### src/rtl/tlul_host_arbiter.sv
// Round-robin arbiter sharing one TL-UL device port between NumHosts hosts.
// It allows one outstanding transaction at a time and routes each response back to the issuing host.
package tlul_pkg;

    typedef struct packed {
        logic        a_valid;
        logic [2:0]  a_opcode;
        logic [2:0]  a_param;
        logic [1:0]  a_size;
        logic [7:0]  a_source;
        logic [31:0] a_address;
        logic [3:0]  a_mask;
        logic [31:0] a_data;
        logic        d_ready;
    } tl_h2d_t;

    typedef struct packed {
        logic        d_valid;
        logic [2:0]  d_opcode;
        logic [2:0]  d_param;
        logic [1:0]  d_size;
        logic [7:0]  d_source;
        logic        d_sink;
        logic [31:0] d_data;
        logic        d_error;
        logic        a_ready;
    } tl_d2h_t;

endpackage

module tlul_host_arbiter #(
    parameter int NumHosts = 3,
    parameter int HostIdW  = $clog2(NumHosts)
) (
    input  logic                 clk_i,
    input  logic                 rst_i,
    input  tlul_pkg::tl_h2d_t    tl_h_i [NumHosts],
    output tlul_pkg::tl_d2h_t    tl_h_o [NumHosts],
    output tlul_pkg::tl_h2d_t    tl_d_o,
    input  tlul_pkg::tl_d2h_t    tl_d_i,
    output logic [HostIdW-1:0]   owner_o,
    output logic                 busy_o
);

    typedef enum logic [1:0] {
        IDLE     = 2'd0,
        GRANT    = 2'd1,
        WAIT_RSP = 2'd2
    } state_e;

    state_e               state_q, state_d;
    logic [HostIdW-1:0]   rr_q, rr_d;
    logic [HostIdW-1:0]   owner_q, owner_d;
    logic                 req_found;
    logic [HostIdW-1:0]   req_pick;

    // First requester at or after rr_q, wrapping by explicit compare so non-power-of-two counts work.
    always_comb begin
        req_found = 1'b0;
        req_pick  = '0;
        for (int i = 0; i < NumHosts; i++) begin
            int                 idx;
            logic [HostIdW-1:0] cand;
            idx = int'(rr_q) + i;
            if (idx >= NumHosts) begin
                idx = idx - NumHosts;
            end
            cand = HostIdW'(idx);
            if (!req_found && tl_h_i[cand].a_valid) begin
                req_found = 1'b1;
                req_pick  = cand;
            end
        end
    end

    always_comb begin
        state_d = state_q;
        rr_d    = rr_q;
        owner_d = owner_q;
        tl_d_o         = '0;
        tl_d_o.d_ready = 1'b1;
        for (int k = 0; k < NumHosts; k++) begin
            tl_h_o[k] = '0;
        end

        case (state_q)
            IDLE: begin
                // d_ready stays high here so stale responses are drained and dropped.
                if (req_found) begin
                    owner_d = req_pick;
                    state_d = GRANT;
                end
            end

            GRANT: begin
                tl_d_o                   = tl_h_i[owner_q];
                tl_d_o.d_ready           = 1'b1;
                tl_h_o[owner_q].a_ready  = tl_d_i.a_ready;
                if (!tl_h_i[owner_q].a_valid) begin
                    state_d = IDLE;
                end else if (tl_d_i.a_ready) begin
                    state_d = WAIT_RSP;
                end
            end

            WAIT_RSP: begin
                tl_d_o.d_ready          = tl_h_i[owner_q].d_ready;
                tl_h_o[owner_q]         = tl_d_i;
                tl_h_o[owner_q].a_ready = 1'b0;
                if (tl_d_i.d_valid && tl_h_i[owner_q].d_ready) begin
                    rr_d    = (owner_q == HostIdW'(NumHosts - 1)) ? '0 : owner_q + HostIdW'(1);
                    state_d = IDLE;
                end
            end

            default: begin
                state_d = IDLE;
            end
        endcase
    end

    always_ff @(posedge clk_i) begin
        if (rst_i) begin
            state_q <= IDLE;
            rr_q    <= '0;
            owner_q <= '0;
        end else begin
            state_q <= state_d;
            rr_q    <= rr_d;
            owner_q <= owner_d;
        end
    end

    assign owner_o = owner_q;
    assign busy_o  = (state_q != IDLE);

endmodule

### config.mk
export PLATFORM = sky130hd
export DESIGN_NAME = tlul_host_arbiter
export DESIGN_NICKNAME = d
export VERILOG_FILES = /design/src/rtl/tlul_host_arbiter.sv
export SDC_FILE = /design/constraint.sdc
export NUM_CORES = 1
export LEC_CHECK = 0
export CORE_AREA = 4 4 213 215
export DETAILED_ROUTE_END_ITERATION = 7
export DIE_AREA = 0 0 217 219
export GPL_ROUTABILITY_DRIVEN = 0
export GPL_TIMING_DRIVEN = 0
export SYNTH_ARGS = -nofsm -noshare
export SYNTH_HDL_FRONTEND = slang
export SYNTH_SLANG_ARGS = --single-unit
export TNS_END_PERCENT = 5
### constraint.sdc
create_clock -name clk_i -period 2.35 [get_ports clk_i]
set_input_delay 0.235 -clock clk_i [delete_from_list [all_inputs] [get_ports clk_i]]
set_output_delay 0.235 -clock clk_i [all_outputs]
set_load 0.05 [all_outputs]
-- After elaboration in Yosys (flattened, before gate mapping)
Index checks and enable logic that the tools add are counted.
- bits in registers: 6
- bits of input ports: 312
- output and inout bits: 245
- logic and storage cells: 75
- add/subtract/negate cells: 6
- magnitude comparators: 8
- eq/ne operators: 6
- multiplexer cells: 35
- bitwise operators: 6
- reductions and logical operators: 11
- operator list (operator ; number):
    $bmux 86 s2 ; 4
    $mux 86 ; 8
    $and 156x156->156 ; 2
    $pmux 156 s2 ; 1
    $demux 52 s2 ; 2
    $bwmux 156 ; 1
    $mux 85 ; 1
    $mux 52 ; 1
    $mux 2 ; 11
    $ge 3x3->1 const B ; 4
    $not 2->3 ; 4
    $ge 3x2->1 const B ; 2
    $pmux 2 s3 ; 1
    $sub 2x2->2 const B ; 3
    $mux 1 ; 5
    $eq 2x2->1 const B ; 2
    $logic_and 1x1->1 ; 4
    $ne 2x2->1 const B ; 2
    $reduce_and 2->1 ; 2
    $add 2x1->3 const B ; 1
    $add 2x2->3 const B ; 1
    $lt 3x1->1 const B ; 1
    $ne 3x3->1 const B ; 1
    $reduce_and 3->1 ; 1
    6 further kinds ; 7

-- Logic depth before layout (Yosys ltp)
Gate-level depths: netlist of the first run.
- depth in word-level cells: 15
- gate-level depth with buffers: 8
- mapped depth without buffers: 7

-- Worst setup path before layout of the first run
OpenSTA, ideal clock, no wires.
- kind: register to output
- start point: register owner_q[0] (netlist: owner_o[0])
- end point: output port tl_h_o[104] in the netlist's numbering
- data arrival time: 2.164 ns
- required time: 2.115 ns
- setup slack: -0.049 ns
- stages on the path, launching flop included: 5
- buffers on the path: 3
- path through: dfxtp_1 -> buf_2 -> buf_2 -> clkbuf_1 -> nor3_1
- RTL lines (what ; line ; text):
    start, declared ; 53 ; logic [HostIdW-1:0] owner_q, owner_d;
    start signal, assigned ; 130 ; owner_q <= owner_d;
    end, declared ; 38 ; output tlul_pkg::tl_d2h_t tl_h_o [NumHosts],

==> results of run 1 <==
logic make-up (layout without fill, tap and decap cells):
group                      count (synthesis)  after routing  share of synthesized area
AOI/OAI and AO/OA                        107            107                     0.1485
adders and majority gates                  6              6                    0.01900
buffers and inverters                     66            626                    0.07220
DFF                                        6              6                    0.03040
muxes                                     90             90                     0.2293
and+or+nand+nor                          354            354                     0.5006
final timing paths:
kind	from	end	slack [ns]	cells after the start
setup / recovery	state_q[1]$_SDFFE_PP0P_	tl_h_o[10]	0.03	7
setup reg to reg	rr_q[0]$_SDFFE_PP0P_	owner_o[1]$_SDFFE_PP0P_	0.40	7
hold reg to reg	state_q[1]$_SDFFE_PP0P_	state_q[1]$_SDFFE_PP0P_	0.50	2
hold / removal	state_q[1]$_SDFFE_PP0P_	state_q[1]$_SDFFE_PP0P_	0.50	2
through the flow:
stage                 util  setup WS, ns  power [mW]  setup TNS (ns)
floorplan                -        0.1617       1.865               0
global placement    0.2346        -1.379       3.269         -186.83
detailed placement  0.2346        -1.310       3.287         -191.28
CTS                 0.2345      -0.04532       3.476        -0.04675
global route        0.2234      -0.07805       3.631         -0.3435
finish              0.2234       0.03436       3.435               0
layout by cell type, fill, tap and decap left out, drive strengths merged, types with 2 or more instances in the layout:
master,synthesis,routed
clkdlybuf4s50,0,314
a31oi,3,3
and2,238,238
mux2i,89,89
a21oi,3,3
o22ai,2,2
a211oi,2,2
and3b,2,2
nor2,10,10
nand2b,5,5
clkdlybuf4s15,0,43
dlygate4sd2,0,6
ha,6,6
nor3,3,3
inv,11,11
clkbuf,35,44
o21ai,88,88
clkdlybuf4s18,0,6
nand2,88,88
dfxtp,6,6
buf,20,202
nor2b,3,3
timing repair:
| item | in CTS | in global routing |
|---|---|---|
| cloned | 0 | 0 |
| pin swaps | 2 | 1 |
| setup endpoints to repair | 244 | 204 |
| setup buffers | 2 | 0 |
| resized for setup | 1024 | 200 |
cell type report:
cell class              count  area (µm²)
inverters                  11       41.29
flip-flops and latches      6       125.1
plain buffers              54       384.1
clock buffers               3       75.07
fillers                  5041       33970
repair buffers            558        4830
multi-input cells         557        3576
well taps                 592       740.7
sequential cells by signal, summed over array words and instances (netlist names):
register and cells:
owner_o 2, state_q 2, rr_q 2
routing by layer:
metal / GRT usage / vias up / part of all wire
li1: - / 3183 / -
met1: 0.1380 / 2945 / 0.41
met2: 0.2099 / 351 / 0.49
met3: 0.02631 / 31 / 0.078
met4: 0.02798 / 0 / 0.025
met5: 0 / - / 0
worst max-delay path: stages, from the launching register on:
cell             delay [ns]
dfxtp_1                0.35
inv_1                  0.08
ha_1                   0.30
nand2_2                0.12
nor2_2                 0.20
clkbuf_4               0.28
and2_1                 0.15
clkdlybuf4s15_2        0.36
power by group through the flow:
stage / clock, mW / combinational, mW / sequential [mW]
6_report: 0.276 / 3.03 / 0.128
5_1_grt: 0.283 / 3.22 / 0.131
4_1_cts: 0.277 / 3.07 / 0.129
3_5_place_dp: 0 / 3.16 / 0.127
3_3_place_gp: 0 / 3.14 / 0.126
2_1_floorplan: 0 / 1.73 / 0.137
==> impl_metrics.json, run 1 <==
{
  "synth_area_leaders": "and2_1 (38%), mux2i_1 (23%), o21ai_0 (11%)",
  "grt_util_all_layers": 0.1156,
  "root_buffer": "clkbuf_16",
  "syn_inst": 629,
  "grt_pass1_vias": 6828,
  "async_reset_ff_frac": 0,
  "final_area_um2": 9772,
  "ys_types": 38,
  "rows": 77,
  "max_cap_violations": 0,
  "final_cell_count_no_fill": 1781,
  "finalHoldViolCount": 0,
  "synth_nets": 947,
  "die_w_um": 217,
  "yosys.area.top_type": "and2_1",
  "synth_area_um2": 3951,
  "synth.avg_cell_area_um2": 6.282,
  "synth-main-ff-cell": "dfxtp_1",
  "insertion_delay_ns": 0.23,
  "ir_worst_vdd_v": 0.0001848,
  "finalSetupViolCount": 0,
  "wl_per_cell_um": 16.99,
  "clock_path_buffers": 2,
  "vias": 6510,
  "yosysMostFrequentCell": "and2_1",
  "grt_max_degree": 11,
  "synth_edf_count": 0,
  "pwr-share-clk": 0.080,
  "min_period_ns": 2.316,
  "synth_common_cells": "and2_1 (238), mux2i_1 (89), nand2_1 (88)",
  "drtIter0Drc": 228,
  "p_leak_nw": 4.153,
  "combPwrFrac": 0.882,
  "boundaryPins": 557,
  "seq_power_share": 0.037,
  "dpl-instance-area_um2": 10260,
  "drive_gt1_frac": 0.2515,
  "clock_skew_ns": 0.0003039,
  "crit_required_ns": 2.12,
  "critPathCaptureType": "output port",
  "slew_viol_final": 0,
  "tritoncts": "yes",
  "antenna_left": 0,
  "cts.sinks": 6,
  "fmax_mhz": 431.8,
  "swShare": 0.5542,
  "p_per_area_nw_per_um2": 351.5,
  "cp.arrival_ns": 2.08,
  "core_area_um2": 43740,
  "initial_core_util": 0.09034,
  "cts_buffers": 3,
  "crit_fanout": 10,
  "h-tree-depth": 1,
  "ys_seq_elements": 6,
  "layout.nets": 1509,
  "ys_warn_count": 0,
  "via_per_inst": 3.655,
  "p_int_mw": 1.531,
  "area_growth_pct": 147.3,
  "die_h_um": 219,
  "hold_ws_ns": 0.5037,
  "finalWirelength_um": 30250,
  "ys_seq_area_frac": 0.03040,
  "crit_path_start_kind": "flip-flop",
  "drc": 0,
  "die_area_um2": 47520,
  "diodes": 0,
  "tightest_slew_ns": 0.5304,
  "rsz0062_at_grt": "yes",
  "first_pass_iters": 6,
  "grt_pass1_wl_um": 42720,
  "relSlewSlack": 0.6478,
  "cts.hold.buffers_added": 0,
  "antenna_found_initial": 1,
  "switchingPower_mw": 1.904,
  "grt-ovfl-total": 0,
  "port_buffers": 556,
  "hpwl_um": 26160,
  "clkTransAtPathRegs_ns": 0.03,
  "hold_class": "flip-flop to flip-flop",
  "dp.cells": 1777,
  "timing_worst_setup_path_type": "flip-flop to output port",
  "timing.final.crit_share": 0.9854,
  "status": "complete, no violations",
  "yosys.area.top_type_share": 0.3768
}
Power figures use the tool's default switching activity.
==> run 2, diff against run 1 <==
--- a/config.mk
+++ b/config.mk
@@ -9,7 +9,6 @@
 export DETAILED_ROUTE_END_ITERATION = 7
 export DIE_AREA = 0 0 217 219
 export GPL_ROUTABILITY_DRIVEN = 0
-export GPL_TIMING_DRIVEN = 0
 export SYNTH_ARGS = -nofsm -noshare
 export SYNTH_HDL_FRONTEND = slang
 export SYNTH_SLANG_ARGS = --single-unit
==> run 2 against run 1 <==
Core utilization rose by 7.1 points. Sequential share of layout area fell by 0.29 points. Non-clock buffer count fell by 33. Count of clock-buffer cells in the layout rose by 1. Design area rose by 32%. Final cell count fell by 1.8%. Clock skew barely moved. Routed wire length fell by 6.2%. First-iteration DRC count fell by 3.9%. Largest cell class unchanged. Highest routed layer unchanged.
==> impl_metrics.json, run 2 (synthesized netlist as in run 1, its figures left out) <==
{
  "cp_common_cell": "buf_12",
  "rows": 77,
  "grt-ovfl-total": 0,
  "hpwl_um": 24130,
  "crit_path_start_kind": "flip-flop",
  "crit_fanout": 26,
  "layout.nets": 1476,
  "clock_path_buffers": 2,
  "relSlewSlack": 0.6458,
  "timing_worst_setup_path_type": "flip-flop to output port",
  "critPathCaptureType": "output port",
  "cts_buffers": 3,
  "drc": 0,
  "diodes": 0,
  "timing.final.crit_share": 0.9638,
  "dp.cells": 1743,
  "tightest_slew_ns": 0.5296,
  "final_cell_mix": "clkdlybuf4s50_1 (312), buf_12 (253), and2_1 (237)",
  "drtIter0Drc": 219,
  "rsz0062_at_grt": "no",
  "core_area_um2": 43740,
  "seq_power_share": 0.032,
  "finalWirelength_um": 28380,
  "grt_pass1_vias": 6574,
  "vias": 6394,
  "clock_skew_ns": 0.0004772,
  "grt_pass1_wl_um": 41160,
  "crit_required_ns": 2.12,
  "antenna_found_initial": 0,
  "min_period_ns": 2.265,
  "switchingPower_mw": 1.993,
  "final_common_cell": "clkdlybuf4s50_1",
  "hold_class": "flip-flop to flip-flop",
  "reg2reg_from": "rr_q[0]$_SDFFE_PP0P_",
  "first_pass_iters": 5,
  "combPwrFrac": 0.899,
  "critPathMaxStageDelay_ns": 0.46,
  "layout_setup_ws_ns": 0.08504,
  "critical_path.cell_chain": "buf_12 -> buf_4 -> mux2i_1 -> o21ai_0 -> and2_1 -> buf_12",
  "p_per_area_nw_per_um2": 326.9,
  "ir_worst_vdd_v": 0.0003008,
  "r2r_end": "state_q[0]$_SDFFE_PP0P_",
  "r2r_cells": 7,
  "grt_util_all_layers": 0.1083,
  "max_cap_violations": 0,
  "die_h_um": 219,
  "cp.arrival_ns": 2.03,
  "wl_per_cell_um": 16.23,
  "grt_max_degree": 85,
  "crit_slowest_cell": "dfxtp_4",
  "die_w_um": 217,
  "fmax_mhz": 441.5,
  "drive_gt1_frac": 0.2472,
  "root_buffer": "clkbuf_16",
  "final_cell_count_no_fill": 1749,
  "p_int_mw": 2.213,
  "initial_core_util": 0.09034,
  "slew_viol_final": 0,
  "swShare": 0.4739,
  "status": "complete, no violations",
  "insertion_delay_ns": 0.23,
  "pwr-share-clk": 0.069,
  "rrSetupSlack_ns": 0.48,
  "p_leak_nw": 4.802,
  "area_growth_pct": 225.7,
  "h-tree-depth": 1,
  "crit_path_end": "tl_d_o[48]",
  "post-place-ws_ns": 0.06399,
  "boundaryPins": 557,
  "tritoncts": "yes",
  "antenna_left": 0,
  "finalHoldViolCount": 0,
  "tns_ns": 0,
  "startpoint": "owner_o[1]$_SDFFE_PP0P_",
  "cts.sinks": 6,
  "die_area_um2": 47520,
  "finalSetupViolCount": 0,
  "via_per_inst": 3.656,
  "cts.hold.buffers_added": 0,
  "port_buffers": 556,
  "clkTransAtPathRegs_ns": 0.04
}
==> run 2: changes by cell type in the layout (fill, tap and decap cells not counted), moves of 6 or more <==
cell | previous run | this run
buf_2 | 145 | 0
clkbuf_2 | 7 | 0
buf_12 | 2 | 253
buf_4 | 45 | 14
clkbuf_4 | 24 | 0
clkbuf_1 | 8 | 1
clkdlybuf4s18_2 | 6 | 0
clkdlybuf4s15_2 | 43 | 0
buf_6 | 8 | 0
dlygate4sd2_1 | 6 | 0
==> run 2: worst max-delay path, delay by kind of cell (launching register included) <==
family	cells	cell delay [ns]
buffers and inverters	3	0.63
and+or+nand+nor	1	0.20
AOI/OAI and AO/OA	1	0.12
muxes	1	0.32
DFF	1	0.46
==> run 2: power groups by stage <==
stage	clock network, mW	registers [mW]	logic, mW
after CTS	0.290	0.138	3.84
final	0.290	0.137	3.78
after global placement	0	0.137	3.80
after global routing	0.304	0.140	3.97
after floorplan	0	0.137	1.73
after detailed placement	0	0.139	3.82
==> run 2: final cells by class <==
class                      instances  area (µm²)
fill                            4621       30870
timing repair buffer             579        8293
multi-input combinational        557        3587
tap                              592       740.7
sequential                         6       127.6
clock buffer                       4       78.83
inverter                          11       41.29
==> run 2: how the worst min path moves through the flow <==
stage                                 start                      end  slack, ns  cells past startpoint
floorplan                             rst_i  owner_o[0]$_SDFFE_PP0P_       0.30                      1
global placement    state_q[1]$_SDFFE_PP0P_  state_q[1]$_SDFFE_PP0P_       0.47                      2
detailed placement  state_q[1]$_SDFFE_PP0P_  state_q[1]$_SDFFE_PP0P_       0.50                      2
CTS                 state_q[1]$_SDFFE_PP0P_  state_q[1]$_SDFFE_PP0P_       0.50                      2
global route        state_q[1]$_SDFFE_PP0P_  state_q[1]$_SDFFE_PP0P_       0.53                      2
finish              state_q[1]$_SDFFE_PP0P_  state_q[1]$_SDFFE_PP0P_       0.50                      2
==> run 2: metal layers <==
layer | up-vias | routed length (µm) | track usage | part of all wire
li1 | 3121 | - | - | -
met1 | 2931 | 10880 | 0.1245 | 0.38
met2 | 322 | 14680 | 0.2042 | 0.52
met3 | 20 | 2370 | 0.03088 | 0.084
met4 | 0 | 446 | 0.01357 | 0.016
met5 | - | 0 | 0 | 0
==> run 2: timing repair <==
item / CTS / global route
pin swaps: 0 / 1
buffers inserted: 0 / 2
setup endpoints to repair: 42 / 40
resized for setup: 3 / 3
==> run 2: through the flow <==
| step | util | cell area (µm²) | power [mW] | hold WS, ns |
|---|---|---|---|---|
| 2_1_floorplan | - | 3956 | 1.865 | 0.3041 |
| 3_3_place_gp | 0.2914 | 12750 | 3.941 | 0.4737 |
| 3_5_place_dp | 0.2914 | 12750 | 3.962 | 0.4994 |
| 4_1_cts | 0.2934 | 12830 | 4.263 | 0.5030 |
| 5_1_grt | 0.2942 | 12870 | 4.411 | 0.5281 |
| 6_report | 0.2942 | 12870 | 4.207 | 0.4970 |
==> run 3, diff against run 2 <==
--- a/config.mk
+++ b/config.mk
@@ -9,6 +9,7 @@
 export DETAILED_ROUTE_END_ITERATION = 7
 export DIE_AREA = 0 0 217 219
 export GPL_ROUTABILITY_DRIVEN = 0
+export SKIP_LAST_GASP = 1
 export SYNTH_ARGS = -nofsm -noshare
 export SYNTH_HDL_FRONTEND = slang
 export SYNTH_SLANG_ARGS = --single-unit
==> run 3 against run 2 <==
Maximum frequency is 1.3% lower. Power is 0.11% lower. Routed wire length hardly changed. Final cell count stayed put. Design area hardly changed.
==> impl_metrics.json, run 3 (synthesized netlist as in run 1, its figures left out) <==
{
  "status": "complete, no violations",
  "cp_common_cell": "buf_12",
  "crit_fanout": 26,
  "h-tree-depth": 1,
  "grt_pass1_vias": 6574,
  "max_cap_violations": 0,
  "die_h_um": 219,
  "dp.cells": 1743,
  "critPathCaptureType": "output port",
  "reg2reg_from": "rr_q[0]$_SDFFE_PP0P_",
  "hpwl_um": 24130,
  "vias": 6398,
  "tritoncts": "yes",
  "drtIter0Drc": 214,
  "post-place-ws_ns": 0.06399,
  "relSlewSlack": 0.6458,
  "drive_gt1_frac": 0.2446,
  "timing.final.crit_share": 0.9763,
  "clock_skew_ns": 0.0004772,
  "first_pass_iters": 5,
  "area_growth_pct": 225.4,
  "fin_util": 0.2940,
  "slew_viol_final": 0,
  "clkTransAtPathRegs_ns": 0.04,
  "p_per_area_nw_per_um2": 326.8,
  "via_per_inst": 3.658,
  "rows": 77,
  "port_buffers": 556,
  "cpLargestDelayFamily": "buffers and inverters",
  "drc": 0,
  "grt_pass1_wl_um": 41160,
  "p_leak_nw": 4.798,
  "tightest_slew_ns": 0.5296,
  "crit_required_ns": 2.12,
  "initial_core_util": 0.09034,
  "cp_num_buf_inv": 3,
  "hold_end": "state_q[1]$_SDFFE_PP0P_",
  "holdPathStages": 2,
  "root_buffer": "clkbuf_16",
  "layout_setup_ws_ns": 0.05576,
  "layout.nets": 1476,
  "rrSetupSlack_ns": 0.48,
  "final_common_cell": "clkdlybuf4s50_1",
  "grt-ovfl-total": 0,
  "hold_ws_ns": 0.4970,
  "critical_path.cell_chain": "buf_12 -> buf_4 -> mux2i_1 -> o21ai_0 -> and2_1 -> buf_12",
  "wl_per_cell_um": 16.24,
  "crit_path_start_kind": "flip-flop",
  "cp.arrival_ns": 2.06,
  "cts_buffers": 3,
  "finalWirelength_um": 28410,
  "diodes": 0,
  "clock_path_buffers": 2,
  "boundaryPins": 557,
  "finalSetupViolCount": 0,
  "antenna_found_initial": 0,
  "dpl-instance-area_um2": 12750,
  "r2r_end": "state_q[0]$_SDFFE_PP0P_",
  "rsz0062_at_grt": "yes",
  "die_w_um": 217,
  "final_cell_mix": "clkdlybuf4s50_1 (312), buf_12 (253), and2_1 (238)",
  "holdCritStartpoint": "state_q[1]$_SDFFE_PP0P_",
  "grt_util_all_layers": 0.1083,
  "hold_class": "flip-flop to flip-flop",
  "finalHoldViolCount": 0,
  "critPathMaxStageDelay_ns": 0.46,
  "final_cell_count_no_fill": 1749,
  "r2r_cells": 7,
  "cts.sinks": 6,
  "crit_slowest_cell": "dfxtp_4",
  "die_area_um2": 47520,
  "timing_worst_setup_path_type": "flip-flop to output port",
  "p_total_mw": 4.202,
  "min_period_ns": 2.294,
  "antenna_left": 0,
  "insertion_delay_ns": 0.23,
  "grt_max_degree": 85,
  "ir_worst_vdd_v": 0.0003009,
  "fmax_mhz": 435.9,
  "core_area_um2": 43740,
  "tns_ns": 0,
  "final_area_um2": 12860
}
## run 3: cell count changes in the layout (fill, tap and decap cells not counted)
cell / before / now
and2_4: 1 / 0
mux2i_1: 87 / 89
and2_1: 237 / 238
o21ai_1: 3 / 2
o21ai_0: 85 / 86
mux2i_2: 2 / 0
## run 3: routing by layer
metal | vias up | track usage | share of wire | wire length [µm]
li1 | 3121 | - | - | -
met1 | 2941 | 0.1245 | 0.38 | 10920
met2 | 318 | 0.2042 | 0.52 | 14750
met3 | 18 | 0.03088 | 0.083 | 2364
met4 | 0 | 0.01357 | 0.013 | 371
met5 | - | 0 | 0 | 0
## run 3: layout make-up
type / count / area, µm²
well taps: 592 / 740.7
multi-input cells: 557 / 3577
repair buffers: 579 / 8293
clock buffers: 4 / 78.83
flip-flops and latches: 6 / 127.6
inverters: 11 / 41.29
fillers: 4623 / 30880
## run 3: how the worst max path moves through the flow
stage,cells past startpoint,slack (ns),endpoint,from
floorplan,7,0.16,tl_d_o[56],owner_o[0]$_SDFFE_PP0P_
global placement,7,0.19,tl_h_o[97],state_q[1]$_SDFFE_PP0P_
detailed placement,7,0.06,tl_h_o[84],state_q[1]$_SDFFE_PP0P_
CTS,6,-0.06,tl_d_o[8],owner_o[1]$_SDFFE_PP0P_
global route,6,-0.03,tl_d_o[40],owner_o[1]$_SDFFE_PP0P_
finish,6,0.06,tl_d_o[40],owner_o[1]$_SDFFE_PP0P_
## run 3: worst register-to-register path, cell delays in order, from the launching register on
cell      delay (ns)
dfxtp_1         0.39
inv_1           0.07
ha_1            0.31
a22o_1          0.27
a211oi_1        0.29
o21a_2          0.24
o21ai_1         0.08
o211a_1         0.12
## run 3: timing repair
| item | CTS | global route |
|---|---|---|
| setup endpoints to repair | 42 | 42 |
| gates resized for setup | 1 | 1 |
| pin swaps | 0 | 1 |
| hold buffers | 0 | 0 |
| gates cloned | 0 | 0 |
| buffers inserted | 0 | 2 |
## run 3: report_power, final
| part | switching (mW) | total, mW | leakage [nW] | internal, mW |
|---|---|---|---|---|
| logic | 1.91 | 3.78 | 4.71 | 1.87 |
| registers | 0.0226 | 0.137 | 0.0504 | 0.114 |
| clock network | 0.0644 | 0.290 | 0.0382 | 0.226 |
